==> src/rtl/tpm_pkg.sv <==
// Shared definitions for the tree-parity-machine field sequencer.
//
// Contents:
//   ACC_W    - width of the signed local-field accumulator
//   POS/NEG  - encodings of +1 / -1 for sigma and tau bits
//   state_t  - sequencer states
package tpm_pkg;

    localparam int ACC_W = 13;

    localparam logic POS = 1'b1;
    localparam logic NEG = 1'b0;

    typedef enum logic [2:0] {
        IDLE,
        CLR,
        ACC,
        SGN,
        DONE
    } state_t;

endpackage

==> src/rtl/tpm_field_acc.sv <==
// 13-bit signed local-field accumulator.
//
// Ports:
//   clk, rst_n  - clock, asynchronous active-low reset
//   clr         - synchronous clear to zero (wins over en)
//   en          - accumulate operand this cycle
//   sub         - 1: subtract operand, 0: add operand
//   operand     - WW-bit signed weight, sign-extended internally
//   acc         - current accumulator value (two's complement)
//
// No saturation: the parameter limits of the sequencer keep every
// reachable sum inside the signed ACC_W range.
module tpm_field_acc
    import tpm_pkg::*;
#(
    parameter int WW = 4
) (
    input  logic             clk,
    input  logic             rst_n,
    input  logic             clr,
    input  logic             en,
    input  logic             sub,
    input  logic [WW-1:0]    operand,
    output logic [ACC_W-1:0] acc
);

    logic [ACC_W-1:0] operand_ext;

    assign operand_ext = {{(ACC_W - WW){operand[WW-1]}}, operand};

    // NOTE: state registers use non-blocking assignments so every flop
    // samples the pre-edge value of every other flop.
    always_ff @(posedge clk or negedge rst_n) begin
        if (!rst_n) begin
            acc <= '0;
        end else if (clr) begin
            acc <= '0;
        end else if (en) begin
            acc <= sub ? (acc - operand_ext) : (acc + operand_ext);
        end
    end

endmodule

==> src/rtl/tpm_field_sequencer.sv <==
// Tree-parity-machine output path sequencer.
//
// For each of K hidden units it streams N weights out of a synchronous
// weight RAM, accumulates +w or -w depending on the matching input bit,
// takes the sign of the local field (zero counts as -1) and finally forms
// tau, the product of all sigmas.
//
// Ports:
//   clk, rst_n  - clock, asynchronous active-low reset
//   start       - request one evaluation (taken only when idle)
//   x           - K*N input bits, bit k*N+i; 1 = +1, 0 = -1
//   w_en/w_addr - weight read strobe and address k*N+i
//   w_data      - weight for the address strobed one cycle earlier
//   busy        - evaluation in progress
//   done        - one-cycle pulse; sigma/tau valid from here
//   sigma       - per-unit sign, tau - parity output
//   field       - (only with TPM_FIELD_OUT_EN) final local field of each
//                 unit, unit k at [13k+12:13k]
//
// Optional feature macro: TPM_FIELD_OUT_EN.
module tpm_field_sequencer
    import tpm_pkg::*;
#(
    parameter int K  = 3,
    parameter int N  = 4,
    parameter int WW = 4,
    parameter int AW = 8
) (
    input  logic             clk,
    input  logic             rst_n,
    input  logic             start,
    input  logic [K*N-1:0]   x,
    output logic             w_en,
    output logic [AW-1:0]    w_addr,
    input  logic [WW-1:0]    w_data,
    output logic             busy,
    output logic             done,
    output logic [K-1:0]     sigma,
    output logic             tau
`ifdef TPM_FIELD_OUT_EN
    ,
    output logic [K*ACC_W-1:0] field
`endif
);

    localparam int KW = (K > 1) ? $clog2(K) : 1;
    localparam int IW = (N > 1) ? $clog2(N) : 1;
    localparam int XW = (K * N > 1) ? $clog2(K * N) : 1;

    state_t           state_q, state_d;
    logic [KW-1:0]    k_q, k_d;
    logic [IW-1:0]    i_q, i_d;
    logic [K*N-1:0]   x_q;
    logic [K-1:0]     sigma_work;
    logic [K-1:0]     sigma_next;

    logic             latch_x;
    logic             acc_clr;
    logic             acc_en;
    logic             acc_sub;
    logic             sgn_cap;
    logic [ACC_W-1:0] acc;

    logic [AW-1:0]    base_addr;
    logic [XW-1:0]    x_sel;
    logic             field_pos;
    logic             last_unit;
    logic             last_input;

    assign base_addr  = AW'(k_q) * AW'(N);
    assign x_sel      = XW'(k_q) * XW'(N) + XW'(i_q);
    assign last_unit  = (k_q == KW'(K - 1));
    assign last_input = (i_q == IW'(N - 1));

    // Input bit 0 encodes -1, so the weight is subtracted.
    assign acc_sub    = ~x_q[x_sel];

    // Strictly positive field -> +1; zero or negative -> -1.
    assign field_pos  = ~acc[ACC_W-1] & (|acc);

    tpm_field_acc #(
        .WW (WW)
    ) u_acc (
        .clk     (clk),
        .rst_n   (rst_n),
        .clr     (acc_clr),
        .en      (acc_en),
        .sub     (acc_sub),
        .operand (w_data),
        .acc     (acc)
    );

    // ------------------------------------------------------------------
    // Control FSM
    // ------------------------------------------------------------------
    always_ff @(posedge clk or negedge rst_n) begin
        if (!rst_n) begin
            state_q <= IDLE;
            k_q     <= '0;
            i_q     <= '0;
        end else begin
            state_q <= state_d;
            k_q     <= k_d;
            i_q     <= i_d;
        end
    end

    // NOTE: every output of this block is given a default before the case
    // so no path leaves a signal unassigned (which would infer a latch).
    always_comb begin
        state_d = state_q;
        k_d     = k_q;
        i_d     = i_q;
        w_en    = 1'b0;
        w_addr  = '0;
        latch_x = 1'b0;
        acc_clr = 1'b0;
        acc_en  = 1'b0;
        sgn_cap = 1'b0;

        case (state_q)
            IDLE: begin
                if (start) begin
                    latch_x = 1'b1;
                    k_d     = '0;
                    state_d = CLR;
                end
            end
            CLR: begin
                // First read of the unit is issued while the field clears.
                acc_clr = 1'b1;
                w_en    = 1'b1;
                w_addr  = base_addr;
                i_d     = '0;
                state_d = ACC;
            end
            ACC: begin
                // w_data answers the address issued one cycle earlier, so
                // the read for input i+1 overlaps the accumulate of i.
                acc_en = 1'b1;
                if (!last_input) begin
                    w_en   = 1'b1;
                    w_addr = base_addr + AW'(i_q) + AW'(1);
                    i_d    = i_q + IW'(1);
                end else begin
                    state_d = SGN;
                end
            end
            SGN: begin
                sgn_cap = 1'b1;
                if (!last_unit) begin
                    k_d     = k_q + KW'(1);
                    state_d = CLR;
                end else begin
                    state_d = DONE;
                end
            end
            DONE: begin
                state_d = IDLE;
            end
            default: begin
                state_d = IDLE;
            end
        endcase
    end

    assign busy = (state_q == CLR) || (state_q == ACC) || (state_q == SGN);
    assign done = (state_q == DONE);

    // ------------------------------------------------------------------
    // Datapath registers
    // ------------------------------------------------------------------
    always_comb begin
        sigma_next      = sigma_work;
        sigma_next[k_q] = field_pos ? POS : NEG;
    end

    // sigma is built in sigma_work and only published with the last unit,
    // so the visible sigma/tau keep the previous result for the whole run.
    // tau is +1 when the number of -1 units is even (product of signs).
    always_ff @(posedge clk or negedge rst_n) begin
        if (!rst_n) begin
            x_q        <= '0;
            sigma_work <= '0;
            sigma      <= '0;
            tau        <= 1'b0;
        end else begin
            if (latch_x) begin
                x_q <= x;
            end
            if (sgn_cap) begin
                sigma_work <= sigma_next;
                if (last_unit) begin
                    sigma <= sigma_next;
                    tau   <= ~(^(~sigma_next));
                end
            end
        end
    end

`ifdef TPM_FIELD_OUT_EN
    logic [K*ACC_W-1:0] field_q;

    always_ff @(posedge clk or negedge rst_n) begin
        if (!rst_n) begin
            field_q <= '0;
        end else if (sgn_cap) begin
            for (int u = 0; u < K; u++) begin
                if (k_q == KW'(u)) begin
                    field_q[u*ACC_W +: ACC_W] <= acc;
                end
            end
        end
    end

    assign field = field_q;
`endif

endmodule

==> config.mk <==
export PLATFORM = sky130hd
export DESIGN_NAME = tpm_field_sequencer
export DESIGN_NICKNAME = d
export VERILOG_FILES = /design/src/rtl/tpm_pkg.sv /design/src/rtl/tpm_field_acc.sv /design/src/rtl/tpm_field_sequencer.sv
export SDC_FILE = /design/constraint.sdc
export NUM_CORES = 1
export LEC_CHECK = 0
export ABC_AREA = 1
export BUFFER_PORTS_ARGS = -buffer_cell sky130_fd_sc_hd__buf_2
export CAP_MARGIN = 10
export CORE_MARGIN = 3
export CORE_UTILIZATION = 45
export CTS_BUF_LIST = sky130_fd_sc_hd__clkbuf_16
export CTS_CLUSTER_SIZE = 25
export DETAILED_ROUTE_END_ITERATION = 7
export PLACE_DENSITY_LB_ADDON = 0.1
export SETUP_SLACK_MARGIN = 0.2
export SYNTH_ARGS = -nofsm -noshare
export SYNTH_HDL_FRONTEND = slang
export SYNTH_SLANG_ARGS = --single-unit
==> constraint.sdc <==
create_clock -name clk -period 2.9 [get_ports clk]
set_input_delay 0.29 -clock clk [delete_from_list [all_inputs] [get_ports clk]]
set_output_delay 0.29 -clock clk [all_outputs]
set_load 0.005 [all_outputs]
==> results of run 1 <==
==> Yosys cell counts <==
cell type and number:
o21ai_1 1, conb_1 1, nor3_1 3, nand3_1 22, nand4_1 4, buf_6 3, o31ai_2 2, nor2_1 23
o31ai_1 2, xor2_1 5, o22ai_1 5, buf_4 4, a31oi_1 1, mux2_2 6, nand3b_1 1, ha_1 19
inv_4 2, nand2_2 5, nand3_4 1, o21a_1 2, o21ai_2 1, nor2_2 5, inv_1 39, nor2_8 1
inv_6 1, dfrtp_1 39, nand2_1 65, a211oi_1 3, nand3_2 2, mux2_4 2, o21ai_0 23, inv_2 3
nor3_4 3, o21bai_1 1, nor4_1 1, a21oi_2 1, or2_2 1, fa_1 1, a21oi_1 22, clkinv_1 2
==> registers in the layout, summed over array words and instances, names as in the netlist <==
name        count
state_q         3
tau             1
sigma           3
i_q             2
sigma_work      3
x_q            12
u_acc.acc      13
k_q             2
==> worst max-delay path by stage <==
stage	startpoint	end	slack (ns)	cells after the start
floorplan	i_q[0]	u_acc.acc[10]	0.37	17
global placement	i_q[0]	u_acc.acc[10]	0.12	17
detailed placement	i_q[0]	u_acc.acc[11]	0.02	18
CTS	i_q[0]	u_acc.acc[10]	0.20	17
global route	i_q[0]	u_acc.acc[10]	0.12	18
finish	i_q[0]	u_acc.acc[12]	0.29	17
==> cell type report <==
type,count,area [um2],share of cell area
multi-input combinational,238,1703,0.5043
sequential,39,978.4,0.2897
timing repair buffer,42,250.2,0.07410
inverter,47,186.4,0.05521
clock buffer,5,125.1,0.03705
tap,72,90.09,0.02668
clock inverter,3,43.79,0.01297
==> routing by layer <==
metal | global-route usage | up-vias | share of wire
met1 | 0.2270 | 1128 | 0.44
met3 | 0.03671 | 12 | 0.042
met2 | 0.2886 | 52 | 0.50
met4 | 0.06092 | 0 | 0.022
met5 | 0 | - | 0
li1 | - | 1169 | -
==> per-stage QoR <==
stage | std cells | hold slack (ns) | utilization
2_1_floorplan | 331 | -0.005591 | -
3_3_place_gp | 428 | 0.4648 | 0.5125
3_5_place_dp | 428 | 0.4609 | 0.5125
4_1_cts | 437 | 0.1715 | 0.5464
5_1_grt | 446 | 0.2139 | 0.6022
6_report | 446 | 0.1303 | 0.6022
==> logic make-up (layout without fill, tap and decap cells) <==
kind of cell / count (synthesis) / count (layout)
mux: 8 / 8
compound gates: 64 / 64
fa+ha+maj: 20 / 20
buf+inv: 54 / 97
xor+xnor: 5 / 5
simple gates: 137 / 137
flops: 39 / 39
other cells: 1 / 4
==> cells in the final DEF (no fill, tap or decap), types with 3 or more instances in the layout <==
| master | Yosys | layout |
|---|---|---|
| buf_2 | 0 | 29 |
| o21ai_2 | 1 | 4 |
| clkbuf_16 | 0 | 5 |
| nor3_4 | 3 | 3 |
| ha_4 | 0 | 8 |
| a21oi_1 | 22 | 13 |
| nand3_1 | 22 | 16 |
| nor3_1 | 3 | 3 |
| xor2_1 | 5 | 4 |
| ha_1 | 19 | 9 |
| conb_1 | 1 | 4 |
| o21ai_0 | 23 | 13 |
| nand3_2 | 2 | 7 |
| nor2_1 | 23 | 21 |
| nand2_2 | 5 | 10 |
| inv_1 | 39 | 33 |
| inv_2 | 3 | 9 |
| dfrtp_1 | 39 | 37 |
| a21oi_2 | 1 | 9 |
| nor2_2 | 5 | 6 |
| o22ai_1 | 5 | 5 |
| nand2_1 | 65 | 59 |
| buf_4 | 4 | 11 |
| o21ai_1 | 1 | 8 |
| mux2_2 | 6 | 6 |
| nand4_1 | 4 | 4 |
==> timing repair <==
item | CTS | global route
gates cloned | 0 | 0
setup buffers | 1 | 9
pin swaps | 1 | 17
gates resized for setup | 5 | 66
endpoints found under the setup margin | 7 | 9
==> flow_metrics.tcl, run 1 <==
set metrics [dict create \
    cts_buffers 5 \
    rows 27 \
    critPathLaunchType "register" \
    grt_pass1_wl_um 9956 \
    htreeDepth 2 \
    io-pin-count 34 \
    globalplace.congestion 0.8708 \
    fill_cells 496 \
    r2r_start "i_q[0]" \
    synth_top_family_by_area "simple AND/OR/NAND/NOR gates" \
    fmax_ghz 0.3837 \
    critPathMaxStageDelay_ns 0.46 \
    wl_per_cell_um 14.03 \
    cts.path.max_buffers 2 \
    tightest_slew_ns 0.8925 \
    synth-xor-area-share 0.01641 \
    r2r_cells 17 \
    setup_tns_ns 0 \
    fin_area_um2 3377 \
    ys_warn_count 0 \
    slew-limit-headroom 0.4050 \
    criticalPathCategory "reg -> reg" \
    skew_ns 0.006384 \
    worst-path-buf-inv 3 \
    path_clk_slew_ns 0.06 \
    synth_mux_area_frac 0.03657 \
    tritoncts "yes" \
    fp.dieH_um 83.01 \
    ant_nets 0 \
    synth_cell_types 40 \
    initial_core_util 0.4759 \
    rr_endpoint "u_acc.acc[12]" \
    synth_compound_area_frac 0.1388 \
    layout_min_cycle_time_ns 2.606 \
    n_antenna_cell 0 \
    syn_area_um2 2669 \
    setup_ws_ns 0.2939 \
    synth.top_cell.area_share 0.3657 \
    grt_max_degree 40 \
    hold_buffers 0 \
    avgSynthCellArea_um2 8.137 \
    cp-end-kind "register" \
    finalHoldViolations 0 \
    rsz0062_at_grt "yes" \
    io_buffers 29 \
    yosys.area_share.simple 0.2508 \
    synthAdderAreaFrac 0.09658 \
    status "finished, final reports clean" \
    yosys-top-cells-area "dfrtp_1 37%, nand2_1 9.1%, ha_1 8.9%" \
    final_max_slew_viol_count 0 \
    drt-vias-per-instance 5.294 \
    place_area_um2 2874 \
    antenna_found_initial 0 \
    worstPathCellList "buf_6, nand2_1, nand3_2, nand3_2, nand3_4, buf_4, nand3_1, nand2_1, inv_2, ha_2, nand2_1, nor2_1, a211oi_1, nand3_1, nand3b_1, nand3_1, nand2_1" \
    cts.sinks 39 \
    slowest_stage "dfrtp_2" \
    die_area_um2 6891 \
    drt-initial-drc-count 70 \
    coreArea_um2 5608 \
    die_w_um 83.01 \
    grt_overflow 0 \
    drc 0 \
    drive_above_1_share 0.3556 \
    period_share 0.8986 \
    postSynthCellCount 328 \
    root_buffer "clkbuf_16" \
    critPathArrivalTime_ns 2.78 \
    pre_cts_ws_ns 0.01661 \
    r2r_slack_ns 0.29 \
    routed_wirelength_um 6257 \
    ys_seq_elements 39 \
    syn_to_final_growth_pct 26.54 \
    setup_viol_count_final 0 \
    synth_top_cell_by_area "dfrtp_1" \
    firstDrtPassIters 4 \
    first_global_vias 2213 \
    track_usage 0.1749 \
    clock_latency_ns 0.28 \
    crit_path_frequent_cell "nand2_1" \
    vias 2361 \
    nets 412 \
    yosysSeqAreaShare 0.3657 \
    drv_cap 0 \
    dpl.hpwl_um 4342 \
    critical_path.max_fanout 6 \
    cpLargestDelayFamily "simple AND/OR/NAND/NOR gates" \
    hp-class "in -> async" \
    required_ns 3.08 \
]
Power of run 1 is not shown: default switching activity piles up to over one toggle a cycle in this logic, so the estimate is an artifact.
==> run 2: changes to the inputs <==
--- a/config.mk
+++ b/config.mk
@@ -13,8 +13,9 @@
 export CTS_BUF_LIST = sky130_fd_sc_hd__clkbuf_16
 export CTS_CLUSTER_SIZE = 25
 export DETAILED_ROUTE_END_ITERATION = 7
+export GPL_TIMING_DRIVEN = 0
 export PLACE_DENSITY_LB_ADDON = 0.1
-export SETUP_SLACK_MARGIN = 0.2
+export SETUP_SLACK_MARGIN = 0.02
 export SYNTH_ARGS = -nofsm -noshare
 export SYNTH_HDL_FRONTEND = slang
 export SYNTH_SLANG_ARGS = --single-unit
==> run 2 against run 1 <==
First-iteration DRC count is 11% lower. Final area fell by 6.2%. Die area stayed put. Maximum frequency fell by 4.6%. Flip-flop and latch count stayed put. Via count shrank 5.6%. Clock skew about the same. Worst setup slack lost 0.13 ns. Critical path depth did not move. Register-to-register slack worse by 0.13 ns. Sequential share of layout area up 1.8 points. Critical path type unchanged. Highest routed layer unchanged.
==> flow_metrics.tcl, run 2 (synthesis gave the netlist of run 1 again) <==
set metrics [dict create \
    finalPower_mw 4.402 \
    drt-vias-per-instance 5.018 \
    r2r_cells 17 \
    required_ns 3.06 \
    slew-limit-headroom 0.3841 \
    finalHoldViolations 0 \
    first_global_vias 2155 \
    drv_cap 0 \
    status "finished, final reports clean" \
    grt_pass1_wl_um 9673 \
    initial_core_util 0.4759 \
    rows 27 \
    antenna_found_initial 0 \
    power_leakage_nw 1.601 \
    r2r_slack_ns 0.17 \
    biggestRegsByFlops "u_acc.acc x13, x_q x12" \
    grt_max_degree 40 \
    cts.path.max_buffers 2 \
    htreeDepth 2 \
    critical_path.max_fanout 8 \
    power_per_cell_area_nw_per_um2 1389 \
    grt_overflow 0 \
    tightest_slew_ns 0.9238 \
    rr_endpoint "u_acc.acc[10]" \
    critPathLaunchType "register" \
    firstDrtPassIters 4 \
    coreArea_um2 5608 \
    peakVddDrop_mv 0.5856 \
    period_share 0.9425 \
    cts_buffers 5 \
    layout_common_cells "64 x nand2_1, 39 x dfrtp_1, 38 x inv_1" \
    drt-initial-drc-count 62 \
    critPathArrivalTime_ns 2.90 \
    clock_latency_ns 0.28 \
    wl_per_cell_um 12.67 \
    syn_to_final_growth_pct 18.71 \
    final_util 0.5649 \
    skew_ns 0.005940 \
    io-pin-count 34 \
    root_buffer "clkbuf_16" \
    die_area_um2 6891 \
    tritoncts "yes" \
    ant_nets 0 \
    die_w_um 83.01 \
    nets 410 \
    r2r_start "i_q[0]" \
    vias 2228 \
    regMostFlops "u_acc.acc" \
    final_max_slew_viol_count 0 \
    setup_viol_count_final 0 \
    hold_buffers 0 \
    track_usage 0.1699 \
    fill_cells 564 \
    cts.sinks 39 \
    n_antenna_cell 0 \
    routed_wirelength_um 5627 \
    path_clk_slew_ns 0.06 \
    hp-class "in -> async" \
    globalplace.congestion 0.8146 \
    io_buffers 29 \
    criticalPathCategory "reg -> reg" \
    layout_min_cycle_time_ns 2.733 \
    dpl.hpwl_um 4308 \
    drive_above_1_share 0.2554 \
    drc 0 \
    layout_commonest_cell "nand2_1" \
    fp.dieH_um 83.01 \
    cp-end-kind "register" \
    fmax_ghz 0.3659 \
    largest_register_ff_count 13 \
]
## run 2: cell count changes in the layout (fill, tap and decap cells not counted), sizes merged
cell / change
clkinvlp: +1
buf: -2
inv: +1
clkinv: -2
## run 2: area by class of cell
type / count / area (um2) / share of cell area
Timing Repair Buffer: 33 / 175.2 / 0.05529
Multi-Input combinational cell: 238 / 1509 / 0.4763
Tap cell: 72 / 90.09 / 0.02844
Sequential cell: 39 / 975.9 / 0.3081
Clock buffer: 5 / 125.1 / 0.03949
Buffer: 7 / 63.81 / 0.02014
Inverter: 47 / 190.2 / 0.06003
Clock inverter: 3 / 38.79 / 0.01224
## run 2: worst max path at each step
| stage | slack [ns] | end | cells past startpoint | start |
|---|---|---|---|---|
| after floorplan | 0.37 | u_acc.acc[10] | 17 | i_q[0] |
| after global placement | 0.001 | u_acc.acc[11] | 17 | i_q[0] |
| after detailed placement | -0.1 | u_acc.acc[11] | 17 | i_q[0] |
| after CTS | 0.04 | u_acc.acc[11] | 17 | i_q[0] |
| after global routing | -0.02 | u_acc.acc[10] | 17 | i_q[0] |
| final | 0.17 | u_acc.acc[10] | 17 | i_q[0] |
## run 2: critical path, cell delays in order (launching register included)
cell	delay (ns)
dfrtp_1	0.39
buf_6	0.15
inv_6	0.08
nand2_1	0.05
nand3_1	0.08
nand4_1	0.26
nand2_4	0.17
nor2_2	0.04
xor2_1	0.12
inv_1	0.09
ha_4	0.29
inv_2	0.05
o31ai_4	0.33
a21oi_2	0.13
o21ai_2	0.17
a21oi_1	0.07
o21ai_0	0.07
nand2_1	0.07
## run 2: power by group
part / internal [mW] / switching (mW) / leakage [nW] / total [mW]
combinational: 1.12 / 1.74 / 1.03 / 2.86
clock: 0.401 / 0.210 / 0.0812 / 0.611
sequential: 0.781 / 0.148 / 0.488 / 0.929
## run 2: repair_timing
| item | in CTS | in global routing |
|---|---|---|
| endpoints found under the setup margin | 4 | 8 |
| pin swaps | 0 | 5 |
| buffers inserted | 0 | 4 |
| resized for setup | 2 | 17 |
## run 2: layer usage
layer  global-route usage  share of wire  up-vias
met3              0.03968          0.039        7
met2               0.2974           0.49       33
li1                     -              -     1168
met1               0.2075           0.45     1020
met5                    0              0        -
met4              0.04903          0.015        0
## run 2: per-stage QoR
step	area [um2]	TNS [ns]	std cells	setup slack [ns]	hold slack [ns]
after floorplan	2680	0	331	0.3681	-0.005591
after global placement	2915	0	432	0.001461	0.4634
after detailed placement	2915	-0.1930	432	-0.09621	0.4676
after CTS	3088	0	440	0.04106	0.1893
after global routing	3168	-0.02552	444	-0.01894	0.2162
final	3168	0	444	0.1669	0.1345
No activity file was read; power rests on OpenSTA's default activity.
